<file path="src/rtl/fetch_defs.sv">
// Shared constants for the instruction fetch stage: FSM encodings, reset PC and the NOP word.
package fetch_defs;

  typedef enum logic [0:0] {
    ST_RUN   = 1'b0,
    ST_DRAIN = 1'b1
  } state_e;

  localparam logic [31:0] NOP_WORD         = 32'h0000_0013;
  localparam logic [31:0] DEFAULT_RESET_PC = 32'h0000_0000;

  function automatic logic [31:0] align_pc(input logic [31:0] pc);
    return {pc[31:2], 2'b00};
  endfunction

endpackage

</file>
<file path="src/rtl/fetch_fifo.sv">
// In-order FIFO of fetched {pc, instr} entries; flush wins over pop and push.
module fetch_fifo #(
  parameter int unsigned DEPTH = 4,
  parameter int unsigned WIDTH = 64
) (
  input  logic                         clock,
  input  logic                         reset_n,
  input  logic                         push,
  input  logic [WIDTH-1:0]             push_data,
  input  logic                         pop,
  input  logic                         flush,
  output logic [WIDTH-1:0]             head_data,
  output logic [$clog2(DEPTH+1)-1:0]   count,
  output logic                         empty,
  output logic                         full
);

  localparam int unsigned AW = $clog2(DEPTH);
  localparam int unsigned CW = $clog2(DEPTH + 1);

  logic [WIDTH-1:0] mem_q [DEPTH];
  logic [AW-1:0]    rd_ptr_q, wr_ptr_q;
  logic [CW-1:0]    cnt_q;
  logic             do_push, do_pop;

  assign empty   = (cnt_q == '0);
  assign full    = (cnt_q == CW'(DEPTH));
  assign do_pop  = pop && !empty && !flush;
  assign do_push = push && !flush && (!full || do_pop);

  always_ff @(posedge clock or negedge reset_n) begin
    if (!reset_n) begin
      rd_ptr_q <= '0;
      wr_ptr_q <= '0;
      cnt_q    <= '0;
    end else if (flush) begin
      rd_ptr_q <= '0;
      wr_ptr_q <= '0;
      cnt_q    <= '0;
    end else begin
      if (do_push) wr_ptr_q <= wr_ptr_q + AW'(1);
      if (do_pop)  rd_ptr_q <= rd_ptr_q + AW'(1);
      cnt_q <= cnt_q + CW'(do_push) - CW'(do_pop);
    end
  end

  // Storage needs no reset: entries are only visible through cnt_q.
  always_ff @(posedge clock) begin
    if (do_push) mem_q[wr_ptr_q] <= push_data;
  end

  assign head_data = mem_q[rd_ptr_q];
  assign count     = cnt_q;

endmodule

</file>
<file path="src/rtl/fetch_unit.sv">
// Fetch stage: owns the fetch PC, issues credit-limited word reads to instruction memory,
// buffers in-order responses and drains stale responses after a redirect.
module fetch_unit
  import fetch_defs::*;
#(
  parameter logic [31:0] RESET_PC = DEFAULT_RESET_PC,
  parameter int unsigned DEPTH    = 4
) (
  input  logic        clock,
  input  logic        reset_n,
  input  logic        redirect_en,
  input  logic [31:0] redirect_pc,
  output logic        imem_req,
  output logic [31:0] imem_addr,
  input  logic        imem_gnt,
  input  logic        imem_rvalid,
  input  logic [31:0] imem_rdata,
  output logic        instr_valid,
  output logic [31:0] instr,
  output logic [31:0] instr_pc,
  input  logic        instr_ready
);

  localparam int unsigned CW = $clog2(DEPTH + 1);

  state_e        state_q, state_d;
  logic [31:0]   fetch_pc_q, fetch_pc_d;
  logic [31:0]   addr_q, addr_d;
  logic          req_q, req_d;
  logic [CW-1:0] out_cnt_q, out_cnt_d;
  logic [CW-1:0] fifo_cnt, fifo_cnt_d;
  logic [CW:0]   credit_sum;
  logic          held, push, pop, fifo_empty, fifo_full;
  logic [31:0]   rsp_pc;
  logic [63:0]   head;

  assign held = req_q && !imem_gnt;
  assign push = imem_rvalid && (state_q == ST_RUN) && !redirect_en;
  assign pop  = instr_valid && instr_ready;

  // In RUN all outstanding requests are consecutive words ending just below fetch_pc.
  assign rsp_pc = fetch_pc_q - 32'({out_cnt_q, 2'b00});

  always_comb begin
    out_cnt_d = out_cnt_q;
    if (req_q && imem_gnt) out_cnt_d = out_cnt_d + CW'(1);
    if (imem_rvalid && (out_cnt_q != '0)) out_cnt_d = out_cnt_d - CW'(1);

    fifo_cnt_d = redirect_en ? '0 : fifo_cnt + CW'(push) - CW'(pop);

    // A grant in DRAIN belongs to a stale request and must not move the restart address.
    fetch_pc_d = fetch_pc_q;
    if ((state_q == ST_RUN) && req_q && imem_gnt) fetch_pc_d = fetch_pc_q + 32'd4;
    if (redirect_en) fetch_pc_d = align_pc(redirect_pc);

    state_d = state_q;
    if (redirect_en || (state_q == ST_DRAIN)) begin
      state_d = ((out_cnt_d != '0) || held) ? ST_DRAIN : ST_RUN;
    end

    credit_sum = {1'b0, fifo_cnt_d} + {1'b0, out_cnt_d};
    req_d      = held;
    addr_d     = addr_q;
    if (!held && (state_d == ST_RUN) && (credit_sum < (CW + 1)'(DEPTH))) begin
      req_d  = 1'b1;
      addr_d = fetch_pc_d;
    end
  end

  always_ff @(posedge clock or negedge reset_n) begin
    if (!reset_n) begin
      state_q    <= ST_RUN;
      fetch_pc_q <= RESET_PC;
      addr_q     <= RESET_PC;
      req_q      <= 1'b0;
      out_cnt_q  <= '0;
    end else begin
      state_q    <= state_d;
      fetch_pc_q <= fetch_pc_d;
      addr_q     <= addr_d;
      req_q      <= req_d;
      out_cnt_q  <= out_cnt_d;
    end
  end

  fetch_fifo #(
    .DEPTH (DEPTH),
    .WIDTH (64)
  ) u_fifo (
    .clock     (clock),
    .reset_n   (reset_n),
    .push      (push),
    .push_data ({rsp_pc, imem_rdata}),
    .pop       (pop),
    .flush     (redirect_en),
    .head_data (head),
    .count     (fifo_cnt),
    .empty     (fifo_empty),
    .full      (fifo_full)
  );

  assign imem_req    = req_q;
  assign imem_addr   = addr_q;
  assign instr_valid = !fifo_empty && (state_q == ST_RUN);
  assign instr       = instr_valid ? head[31:0] : '0;
  assign instr_pc    = instr_valid ? head[63:32] : '0;

  assert property (@(posedge clock) disable iff (!reset_n) !(push && fifo_full && !pop));

endmodule

</file>
<file path="config.mk">
export PLATFORM = sky130hd
export DESIGN_NAME = fetch_unit
export DESIGN_NICKNAME = d
export VERILOG_FILES = /design/src/rtl/fetch_defs.sv /design/src/rtl/fetch_fifo.sv /design/src/rtl/fetch_unit.sv
export SDC_FILE = /design/constraint.sdc
export NUM_CORES = 1
export LEC_CHECK = 0
export CAP_MARGIN = 20
export CORE_UTILIZATION = 60
export DETAILED_ROUTE_END_ITERATION = 6
export HOLD_SLACK_MARGIN = 0.05
export PLACE_DENSITY = 0.85
export REMOVE_ABC_BUFFERS = 1
export SLEW_MARGIN = 10
export SYNTH_ARGS = -nofsm -noshare
export SYNTH_HDL_FRONTEND = slang
export SYNTH_SLANG_ARGS = --single-unit
</file>
<file path="constraint.sdc">
create_clock -name clock -period 7.6 [get_ports clock]
set_clock_uncertainty 0.1 [all_clocks]
set_input_delay 1.9 -clock clock [delete_from_list [all_inputs] [get_ports clock]]
set_output_delay 1.9 -clock clock [all_outputs]
set_load 0.1 [all_outputs]
</file>
Yosys cells after proc, flatten, opt, wreduce, memory -nomap -nowiden
Memories as Yosys holds them, arrays and structs flattened.
Index checks and enable logic that the tools add are counted.
- add/sub/neg operators: 11
- order comparisons: 1
- eq/ne operators: 1
- multiplexer cells: 17
- bitwise operators: 2
- reduce and logical (&&, ||, !) cells: 28
- operators by type and width (operator ; number):
    $mux W32 ; 4
    $add A32 B3 Y32 const B ; 1
    $sub A32 B5 Y32 ; 1
    $logic_and A1 B1 Y1 ; 15
    $mux W3 ; 4
    $mux W2 ; 4
    $add A3 B1 Y3 ; 2
    $reduce_bool A3 Y1 ; 2
    $sub A3 B1 Y3 ; 2
    $logic_not A1 Y1 ; 5
    $mux W1 ; 5
    $add A2 B1 Y2 const B ; 2
    $add A3 B3 Y4 ; 1
    $lt A4 B3 Y1 const B ; 1
    $reduce_bool A2 Y1 ; 2
    $add A3 B1 Y3 const B ; 1
    $eq A3 B3 Y1 const B ; 1
    $logic_not A3 Y1 ; 1
    $logic_or A1 B1 Y1 ; 3
    $sub A3 B1 Y3 const B ; 1
    $not A1 Y1 ; 2
- flip-flop bits (word level): 76
- memory bits (writable): 256
- output and inout port bits: 98
- memories: 1
- memories (memory ; words ; bits a word ; read ports ; clocked after memory_dff ; wr ports ; line ; source):
    u_fifo.mem_q ; 4 ; 64 ; 1 ; 0 ; 1 ; fetch_fifo.sv:21 ; logic [WIDTH-1:0] mem_q [DEPTH];

Logic depth before layout (Yosys ltp)
Gate-level depths: netlist (run 1).
- depth after elaboration: 12
- gate-level depth with buffers: 16
- gate-level depth less buffers: 14

Hierarchy
Synthesis (run 1) repeated with hierarchy kept, for this count alone.
- cells, all modules: 865
- area total of the unflattened synthesis: 14346.3 um^2
- by module, submodules not included (module ; times used ; cells each ; area an instance (um^2) ; sequential area each (um^2)):
    fetch_fifo ; 1 ; 379 ; 9713.1 ; 7862.5
    fetch_unit ; 1 ; 486 ; 4633.2 ; 1726.7

Worst setup path before layout (run 1)
OpenSTA, ideal clock, no wires.
- kind: input -> register
- from: input port redirect_en
- to: register addr_q[0] (netlist: imem_addr[0])
- setup time: 0.126 ns
- arrival time: 4.575 ns
- required time: 7.374 ns
- path slack: 2.799 ns
- cell stages on the path: 12
- cell sequence: clkbuf_1 -> nor2_1 -> and2_1 -> ha_1 -> fa_1 -> nor2b_1 -> ha_1 -> and4_1 -> mux2i_1 -> nand4b_1 -> clkbuf_1 -> mux2_2
- word-level cells in the longest chain between the ends: 8
- RTL lines (item ; line ; source):
    start, declared ; fetch_unit.sv:11 ; input logic redirect_en,
    $logic_not A1 Y1 ; fetch_unit.sv:38 ; assign push = imem_rvalid && (state_q == ST_RUN) && !redirect_en;
    $logic_and A1 B1 Y1 ; fetch_unit.sv:38 ;
    $add A3 B1 Y3 ; fetch_unit.sv:49 ; fifo_cnt_d = redirect_en ? '0 : fifo_cnt + CW'(push) - CW'(pop);
    $sub A3 B1 Y3 ; fetch_unit.sv:49 ;
    $mux W3 ; fetch_unit.sv:49 ;
    $add A3 B3 Y4 ; fetch_unit.sv:61 ; credit_sum = {1'b0, fifo_cnt_d} + {1'b0, out_cnt_d};
    $lt A4 B3 Y1 ; fetch_unit.sv:64 ; if (!held && (state_d == ST_RUN) && (credit_sum < (CW + 1)'(DEPTH))) begin
    $logic_and A1 B1 Y1 ; fetch_unit.sv:64 ;
    end signal, assigned ; fetch_unit.sv:80 ; addr_q <= addr_d;
    end, declared ; fetch_unit.sv:28 ; logic [31:0] addr_q, addr_d;
Parallel ways exist; a longest one is shown, timed or not.
A chain may end at the register's enable or synchronous reset.

Final worst setup path (run 1)
- from: register u_fifo.rd_ptr_q[0]
- to: output port instr[27]
- word-level cells in the longest chain between the ends: 2
- RTL lines (item ; line ; source):
    start, declared ; fetch_fifo.sv:22 ; logic [AW-1:0] rd_ptr_q, wr_ptr_q;
    start signal, assigned ; fetch_fifo.sv:42 ; if (do_pop) rd_ptr_q <= rd_ptr_q + AW'(1);
    $mem_v2 Z4 W64 ; - ;
    $mux W32 ; fetch_unit.sv:105 ; assign instr = instr_valid ? head[31:0] : '0;
    end, declared ; fetch_unit.sv:19 ; output logic [31:0] instr,
Every way passes these cells.

==> results.ini, run 1 <==
[outcome]
status = finished clean

[grt]
grt_util_met2 = 0.3938
antenna_found_initial = 0
met1_usage = 0.3030
met3_usage = 0.03593
grt_pass1_vias = 7911
grt_remaining_overflow = 0
grt_usage = 0.2278
grt_pass1_wl_um = 41970
grt_max_degree = 77
grt-busiest-layer = met2

[critical_path]
crit_fanout = 52
cp.arrival_ns = 3.82
critPathKind = reg2out
crit_path_end_kind = output port
max_stage_delay_ns = 1.08
cp.required_ns = 5.60
path_cells = buf_4, mux4_2, and2_1, clkdlybuf4s50_1
critPathLaunchType = register
slowest_stage = dfrtp_4

[cells_and_area]
antenna-diode-count = 0
drive_above_1_share = 0.1651
area_delta_synth_final_pct = 21.37
layout.nets = 1108
final_core_util = 0.7488
post-route-cell-area_um2 = 17110

[power_and_ir_drop]
p_clk_frac = 0.287
sequentialPowerShare = 0.399
p_leak_uw = 0.005864
p_sw_frac = 0.3562
ir_worst_vdd_mv = 0.3738
power_density_nw_per_um2 = 334.7
p_switching_uw = 2040
intPower_uw = 3687
combPwrFrac = 0.314

[cts]
cts_made_buffers = 31
clkLatencyLatePin_ns = 0.55
clkSlewWorstSetupHoldPaths_ns = 0.07
cts_resized = 0
cts_buffer_depth = 3
cts_setup_buffers = 0
cts_max_level = 1
postCtsHoldBufs = 0
clock_sinks = 332
cts_tree = done
root_buffer = clkbuf_16

[place]
gp_congestion = 0.8590
hpwlAfterDp_um = 16050
placed_cell_area_um2 = 16000
io_buffer_count = 165

[synthesis]
syn_area_per_cell_um2 = 16.28
synth_cell_types = 44
synth.most_common_cell = edfxtp_1
synth_seq_cells = 332
ys.flop_type = edfxtp_1
synth_area_um2 = 14100
yosysTopAreaCellShare = 0.5454
seq_area_frac_synth = 0.6803
async_flop_share = 0.2289
synthTopCellsByCount = 256 x edfxtp_1, 76 x dfrtp_1, 70 x and2_1
yosys.area.top_type = edfxtp_1
yosysWarningCount = 0
synthCells = 866
synth_edf_count = 256
ys_top_cells_by_area = edfxtp_1 55%, dfrtp_1 13%, mux4_2 10%

[sta]
slew_headroom = 0.2881
final_hold_viol_count = 0
slew_violations = 0
period_share = 0.7662
setup_viol_count_final = 0
timing.final.crit_period_ns = 5.823
rsz0062_at_grt = false
worst_pin_slew_ns = 1.064
max_freq_ghz = 0.1717
whs_ns = 0.4052
tns_ns = 0

[floorplanning]
rows = 55
die-area_um2 = 24110
core_area_um2 = 22850
ios = 168
initial_core_util = 0.6170
die_x_um = 155.3
die_y_um = 155.3

[detailed_routing]
postRouteAntennaNets = 0
vias_per_cell = 5.634
via_count = 7634
wirelength_um = 26530
drcViolationCount = 0
first_pass_iters = 5
wire_per_inst_um = 19.58
drtIter0Drc = 358

[flow_run]
drv_cap = 0

[hold_path]
hold_path_class = reg2reg

[cell families (layout without fill, tap and decap cells)]
group,after synthesis,in the layout,share of synthesized area
DFF,332,332,0.6803
and+or+nand+nor,233,233,0.09054
muxes,103,103,0.1329
AOI/OAI and AO/OA,39,39,0.01607
buffers and inverters,74,250,0.02050
xor gates and xnor gates,65,65,0.04039
adders and majority gates,20,20,0.01935
[flip-flops by register name, summed over array words and instances (netlist names)]
name and count:
imem_addr 32, u_fifo.mem_q 256, u_fifo.rd_ptr_q 2, u_fifo.count 3
state_q 1, imem_req 1, u_fifo.wr_ptr_q 2, fetch_pc_q 32
out_cnt_q 3
[worst max-delay path, delay by kind of cell, from the launching register on]
family	cells	cell delay [ns]
simple gates	1	0.18
mux	1	0.54
buf+inv	2	1.41
flops	1	1.08
[through the flow]
step	power (uW)	instances	worst slack, ns
after floorplan	3664	815	0.07452
after global placement	4087	1298	2.292
after detailed placement	4111	1298	2.296
after CTS	5760	1355	1.697
after global routing	5923	1355	1.581
final	5726	1355	1.777
[metal layers]
metal,part of all wire,vias up
met5,0,-
met3,0.052,45
met4,0.022,0
li1,-,3539
met2,0.50,221
met1,0.43,3829
[power by group through the flow]
| stage | logic, uW | registers, uW | clock network (uW) |
|---|---|---|---|
| 2_1_floorplan | 794 | 2870 | 0 |
| 6_report | 1800 | 2280 | 1640 |
| 3_3_place_gp | 1770 | 2310 | 0 |
| 3_5_place_dp | 1800 | 2310 | 0 |
| 5_1_grt | 1890 | 2300 | 1730 |
| 4_1_cts | 1810 | 2280 | 1660 |
[final cells by class]
class                   count  area (um^2)
repair buffers            170         1682
well taps                 313        391.6
fillers                  1398         5739
inverters                  23        86.33
flip-flops and latches    332         9594
clock inverters            22        257.7
multi-input cells         460         4243
clock buffers              35        853.3
[final timing paths]
| check | slack, ns | endpoint | cells past startpoint | from |
|---|---|---|---|---|
| max | 1.78 | instr[27] | 4 | u_fifo.rd_ptr_q[0] |
| min | 0.41 | imem_addr[18] | 1 | imem_addr[18] |
| max reg2reg | 2.93 | imem_addr[25] | 16 | u_fifo.count[1] |
| min reg2reg | 0.41 | imem_addr[18] | 1 | imem_addr[18] |
| max in group asynchronous | 5.31 | u_fifo.rd_ptr_q[0] | 1 | reset_n |
| min in group asynchronous | 1.40 | out_cnt_q[1] | 1 | reset_n |
[placed cells by master (no fill, tap or decap), types with 23 or more instances in the layout]
| cell | n |
|---|---|
| clkbuf_16 | 33 |
| mux4_2 | 64 |
| dfrtp_1 | 74 |
| nor2_1 | 29 |
| nand2_1 | 49 |
| inv_1 | 23 |
| mux2_2 | 33 |
| o21ai_0 | 29 |
| clkdlybuf4s50_1 | 163 |
| and2_1 | 66 |
| xor2_1 | 28 |
| xnor2_1 | 37 |
| edfxtp_1 | 256 |
Note: power is estimated with default switching activity, not from simulation.
==> run 2, diff against run 1 <==
--- a/config.mk
+++ b/config.mk
@@ -6,10 +6,10 @@
 export NUM_CORES = 1
 export LEC_CHECK = 0
 export CAP_MARGIN = 20
-export CORE_UTILIZATION = 60
+export CORE_UTILIZATION = 50
 export DETAILED_ROUTE_END_ITERATION = 6
 export HOLD_SLACK_MARGIN = 0.05
-export PLACE_DENSITY = 0.85
+export PLACE_DENSITY = 0.76
 export REMOVE_ABC_BUFFERS = 1
 export SLEW_MARGIN = 10
 export SYNTH_ARGS = -nofsm -noshare
==> constraint.sdc (replaced) <==
create_clock -name clock -period 5.1 [get_ports clock]
set_clock_uncertainty 0.1 [all_clocks]
set_input_delay 1.275 -clock clock [delete_from_list [all_inputs] [get_ports clock]]
set_output_delay 1.275 -clock clock [all_outputs]
set_load 0.1 [all_outputs]
==> run 2 against run 1 <==
Cell count up 5.1%; non-clock buffer count up 3; utilization down 13 points; first-iteration DRC count up 30%; via count up 0.25%; sequential power up 49%; critical path depth up 10; clock power up 51%; worst hold slack better by 0.0033 ns; critical endpoint is now imem_addr[12]; largest cell class unchanged.
==> results.ini, run 2 (same netlist as run 1, synthesis figures left out) <==
[outcome]
status = finished clean

[cts]
cts_tree = done
clock_sinks = 332  ; unchanged
postCtsHoldBufs = 0  ; unchanged
cts_buffer_depth = 3  ; unchanged
cts_resized = 0  ; unchanged
clkSlewWorstSetupHoldPaths_ns = 0.05  ; -0.02 ns
cts_setup_buffers = 0  ; unchanged
root_buffer = clkbuf_16
clkLatencyLatePin_ns = 0.50  ; -0.05 ns
cts_made_buffers = 35  ; +13%
cts_max_level = 2  ; +1

[critical_path]
crit_path_end_kind = register
crit_fanout = 33  ; -37%
rr_endpoint = imem_addr[12]
path_cells = clkdlybuf4s50_1, nand2_1, inv_1, ha_1, inv_1, ha_1, fa_1, nor2b_1, ha_1, and4_1, mux2i_1, nand4b_1, buf_12, mux2_2
r2r_setup_slack_ns = 1.64  ; -1.29 ns
ff2ff_path_depth = 15  ; -1
max_stage_delay_ns = 0.45  ; -0.63 ns
slowest_stage = clkdlybuf4s50_1
path_common_cell = ha_1
cp.required_ns = 5.38  ; -0.22 ns
critPathKind = in2reg
reg2reg_from = u_fifo.count[1]
cp.arrival_ns = 4.30  ; +0.48 ns
critPathLaunchType = input pin

[sta]
max_freq_ghz = 0.2489
setup_viol_count_final = 0  ; unchanged
worst_pin_slew_ns = 1.001  ; -0.06389 ns
layout_setup_ws_ns = 1.083  ; -0.6942 ns
rsz0062_at_grt = false
slew_violations = 0  ; unchanged
slew_headroom = 0.3329  ; +0.04482
timing.final.crit_period_ns = 4.017
period_share = 0.7877
final_hold_viol_count = 0  ; unchanged

[hold_path]
hold_start = imem_addr[13]
hold_path_class = reg2reg
min_to = imem_addr[13]
hold_path_depth = 1  ; unchanged

[detailed_routing]
wire_per_inst_um = 18.93  ; -3.3%
vias_per_cell = 5.374  ; -4.6%
wirelength_um = 26960  ; +1.6%
first_pass_iters = 4  ; -1
postRouteAntennaNets = 0  ; unchanged
drcViolationCount = 0  ; unchanged
drtIter0Drc = 466  ; +30%
via_count = 7653  ; +0.25%

[cells_and_area]
final_cells = 1424  ; +5.1%
most-common-layout-cells = 256 x edfxtp_1, 98 x clkdlybuf4s50_1, 74 x dfrtp_1, 70 x buf_4, 66 x and2_1
area_delta_synth_final_pct = 21.31  ; about the same
post-route-cell-area_um2 = 17100  ; about the same
antenna-diode-count = 0  ; unchanged
drive_above_1_share = 0.2208  ; +0.05577
regMostFlops = u_fifo.mem_q
layout.nets = 1115  ; +0.63%
largest_register_ffs = 256  ; unchanged
fill_cells = 2091  ; +50%
mostFrequentLayoutCell = edfxtp_1

[grt]
grt_pass1_wl_um = 42300  ; +0.79%
antenna_found_initial = 0  ; unchanged
grt_max_degree = 74  ; -3.9%
grt_pass1_vias = 7904  ; -0.088%
grt_usage = 0.1919  ; -0.03591
grt_remaining_overflow = 0  ; unchanged

[place]
pre_cts_ws_ns = 0.5747  ; -1.721 ns
placed_cell_area_um2 = 15990  ; about the same
gp_congestion = 0.8029  ; -6.5%
io_buffer_count = 165  ; unchanged
hpwlAfterDp_um = 16370  ; +2.0%
placed_cells = 1366  ; +5.2%

[floorplanning]
die-area_um2 = 28870  ; +20%
die_x_um = 169.9  ; +9.4%
initial_core_util = 0.5074  ; -0.1096
core_area_um2 = 27780  ; +22%
ios = 168  ; unchanged
die_y_um = 169.9  ; +9.4%
rows = 61  ; +11%

[power_and_ir_drop]
combPwrFrac = 0.316  ; +0.002
p_switching_uw = 3015  ; +48%
p_leak_uw = 0.006029  ; +2.8%
ir_worst_vdd_mv = 0.4647  ; +24%
p_clk_frac = 0.288  ; about the same
power_density_nw_per_um2 = 500.3  ; +49%
intPower_uw = 5540  ; +50%
p_sw_frac = 0.3525  ; -0.003732
sequentialPowerShare = 0.396  ; -0.003

[flow_run]
drv_cap = 0  ; unchanged

[run 2: critical path, delay by kind of cell]
kind | cells | cell delay (ns)
and+or+nand+nor | 4 | 0.62
adders and majority gates | 4 | 1.17
buffers and inverters | 4 | 0.77
muxes | 2 | 0.42
[run 2: area by class of cell]
cell class,instances,area (um^2),share of cell area
sequential,332,9594,0.5611
timing repair buffer,173,1592,0.09307
clock inverter,9,121.4,0.007097
multi-input combinational,460,4243,0.2481
clock buffer,49,991.0,0.05795
tap,378,473.0,0.02766
inverter,23,86.33,0.005049
[run 2: worst max-delay path by stage]
stage / start / depth (start not counted) / to / slack (ns)
after global routing: imem_gnt / 12 / imem_addr[12] / 0.85
final: instr_ready / 14 / imem_addr[12] / 1.08
after global placement: instr_ready / 14 / imem_addr[1] / 0.60
after CTS: instr_ready / 14 / imem_addr[8] / 1.09
after floorplan: u_fifo.count[2] / 14 / imem_addr[0] / -2.43
after detailed placement: instr_ready / 14 / imem_addr[0] / 0.57
[run 2: layer usage]
layer	track usage	vias to the layer above	share of wire	wire (um)
li1	-	3560	-	-
met4	0.05680	0	0.021	579
met2	0.3115	230	0.48	12870
met5	0	-	0	0
met3	0.03860	42	0.054	1469
met1	0.2636	3821	0.45	12040
[run 2: through the flow]
step | power, uW | setup TNS [ns] | util | hold WS, ns
after floorplan | 5461 | -141.88 | - | 0.3687
after global placement | 6120 | 0 | 0.5755 | 0.3928
after detailed placement | 6144 | 0 | 0.5755 | 0.3922
after CTS | 8634 | 0 | 0.6155 | 0.4140
after global routing | 8877 | 0 | 0.6155 | 0.4290
final | 8555 | 0 | 0.6155 | 0.4085
[run 2: power groups by stage]
stage / clock [uW] / combinational [uW] / sequential, uW
finish: 2470 / 2700 / 3390
floorplan: 0 / 1180 / 4280
detailed placement: 0 / 2710 / 3430
CTS: 2520 / 2720 / 3390
global route: 2620 / 2850 / 3410
global placement: 0 / 2690 / 3430
==> run 3, diff against run 2 <==
==> constraint.sdc (replaced) <==
create_clock -name clock -period 3.4 [get_ports clock]
set_clock_uncertainty 0.1 [all_clocks]
set_input_delay 0.85 -clock clock [delete_from_list [all_inputs] [get_ports clock]]
set_output_delay 0.85 -clock clock [all_outputs]
set_load 0.1 [all_outputs]
==> run 3 against run 2 <==
The run now ends with setup timing left; combinational power increased by 73%; via count increased by 2.7%; cell count increased by 3.8%; non-clock buffer count increased by 50; critical path depth increased by 2; worst hold slack got worse by 0.16 ns; clock power increased by 52%; design area increased by 7.8%; sequential cell count unchanged; highest routed layer unchanged; first-iteration DRC count increased by 39%; setup slack got worse by 1.1 ns.
==> results.ini, run 3 (same netlist as run 1, synthesis figures left out) <==
[outcome]
status = finished, violations left
violations = setup timing

[detailed_routing]
via_count = 7858  ; +2.7%
vias_per_cell = 5.317  ; -1.1%
postRouteAntennaNets = 0  ; unchanged
wirelength_um = 28370  ; +5.2%
first_pass_iters = 4  ; unchanged
drcViolationCount = 0  ; unchanged
wire_per_inst_um = 19.19  ; +1.4%
drtIter0Drc = 649  ; +39%

[critical_path]
crit_fanout = 8  ; -76%
crit_path_end_kind = register
critPathLaunchType = register
critPathKind = reg2reg
cp.arrival_ns = 3.72  ; -0.58 ns
cp.required_ns = 3.69  ; -1.69 ns

[cts]
cts_made_buffers = 36  ; +2.9%
postCtsHoldBufs = 0  ; unchanged
cts_tree = done
clock_sinks = 332  ; unchanged
clkSlewWorstSetupHoldPaths_ns = 0.06  ; about the same
cts_buffer_depth = 3  ; unchanged
clkLatencyLatePin_ns = 0.51  ; about the same
root_buffer = clkbuf_16
cts_max_level = 2  ; unchanged

[place]
gp_congestion = 0.8414  ; +4.8%
io_buffer_count = 165  ; unchanged
hpwlAfterDp_um = 17700  ; +8.1%
placed_cells = 1395  ; +2.1%
placed_cell_area_um2 = 17050  ; +6.6%

[power_and_ir_drop]
intPower_uw = 8711  ; +57%
ir_worst_vdd_mv = 0.9749  ; +110%
p_switching_uw = 4766  ; +58%
power_density_nw_per_um2 = 730.9  ; +46%
p_clk_frac = 0.279  ; -0.009
p_leak_uw = 0.006565  ; +8.9%
p_sw_frac = 0.3536  ; +0.001165
combPwrFrac = 0.346  ; +0.030
sequentialPowerShare = 0.376  ; -0.020

[cells_and_area]
fill_cells = 1951  ; -6.7%
regMostFlops = u_fifo.mem_q
area_delta_synth_final_pct = 30.81
mostFrequentLayoutCell = edfxtp_1
post-route-cell-area_um2 = 18440  ; +7.8%
layout.nets = 1166  ; +4.6%
most-common-layout-cells = 256 x edfxtp_1, 78 x buf_12, 74 x dfrtp_1, 74 x buf_4, 66 x and2_1
antenna-diode-count = 0  ; unchanged
final_cells = 1478  ; +3.8%
drive_above_1_share = 0.2991  ; +0.07825
largest_register_ffs = 256  ; unchanged

[sta]
slew_headroom = 0.5288  ; +0.1958
period_share = 1.008
max_freq_ghz = 0.2918
setup_viol_count_final = 10  ; +10
rsz0062_at_grt = true
slew_violations = 0  ; unchanged
worst_pin_slew_ns = 0.7068  ; -0.2938 ns
whs_ns = 0.2437  ; -0.1648 ns
final_hold_viol_count = 0  ; unchanged
layout_setup_ws_ns = -0.02719  ; -1.110 ns
timing.final.crit_period_ns = 3.427

[flow_run]
drv_cap = 0  ; unchanged

[floorplanning]
die-area_um2 = 28870  ; unchanged
die_y_um = 169.9  ; unchanged
core_area_um2 = 27780  ; unchanged
die_x_um = 169.9  ; unchanged
ios = 168  ; unchanged
initial_core_util = 0.5074  ; unchanged
rows = 61  ; unchanged

[grt]
grt_pass1_wl_um = 44200  ; +4.5%
grt_remaining_overflow = 0  ; unchanged
antenna_found_initial = 0  ; unchanged
grt_usage = 0.2011  ; +0.009141
grt_max_degree = 74  ; unchanged
grt_pass1_vias = 8173  ; +3.4%

[hold_path]
hold_path_class = in2async

## run 3: cell types whose count changed in the layout (fill, tap and decap cells not counted), moves of 3 or more
cell	previous run	this run
clkdlybuf4s50_1	98	64
inv_1	23	18
buf_12	4	78
clkinv_1	1	4
buf_6	0	3
inv_2	0	5
clkbuf_1	10	5
buf_4	70	74
## run 3: critical path, cell delays in order (launching register included)
cell      delay (ns)
dfrtp_1         0.39
inv_2           0.10
a31oi_4         0.10
nand2_2         0.09
inv_2           0.05
ha_4            0.25
inv_2           0.03
ha_4            0.14
fa_1            0.46
nor2b_2         0.16
ha_1            0.31
and4_1          0.16
mux2i_1         0.13
nand4b_1        0.19
buf_6           0.21
buf_16          0.15
mux2_4          0.29
## run 3: worst paths after layout
| kind | cells after the start | end | slack [ns] | startpoint |
|---|---|---|---|---|
| max in group asynchronous | 2 | imem_addr[3] | 2.34 | reset_n |
| min in group clock | 1 | imem_addr[17] | 0.41 | imem_addr[17] |
| max reg2reg | 16 | imem_addr[30] | -0.03 | u_fifo.count[0] |
| min | 1 | fetch_pc_q[0] | 0.24 | reset_n |
| max | 16 | imem_addr[30] | -0.03 | u_fifo.count[0] |
| min reg2reg | 1 | imem_addr[17] | 0.41 | imem_addr[17] |
## run 3: power by group through the flow
stage               registers (uW)  clock network, uW  logic (uW)
floorplan                     6420                  0        1780
global placement              5130                  0        4320
detailed placement            5130                  0        4390
CTS                           5060               3840        4620
global route                  5100               3990        4870
finish                        5060               3760        4660
## run 3: layout make-up
cell class                 instances  area, um^2  share of cell area
clock buffer                      46        1011             0.05483
clock inverter                    16       140.1            0.007600
inverter                          23       86.33            0.004682
multi-input combinational        460        4277              0.2319
sequential                       332        9594              0.5203
tap                              378       473.0             0.02565
timing repair buffer             223        2858              0.1550
## run 3: layer usage
layer  global-route usage  up-vias  wire (um)
met3              0.03512       43       1423
met5                    0        -          0
met1               0.2626     3931      12030
li1                     -     3675          -
met4              0.06150        0        614
met2               0.3444      209      14300
## run 3: stage by stage
stage	utilization	power (uW)	TNS (ns)	setup WS [ns]
3_5_place_dp	0.6137	9521	-20.41	-0.6359
3_3_place_gp	0.6137	9451	-18.88	-0.5866
6_report	0.6637	13480	-0.05789	-0.02719
5_1_grt	0.6637	13960	-2.452	-0.1549
4_1_cts	0.6583	13520	0	0.003048
2_1_floorplan	-	8191	-302.23	-4.125
## run 3: timing repair
action                     in CTS  in global routing
pin swaps                       4                  7
gates resized for setup         7                 10
gates cloned                    2                  1
setup endpoints to repair      32                 46
buffers inserted                4                 15
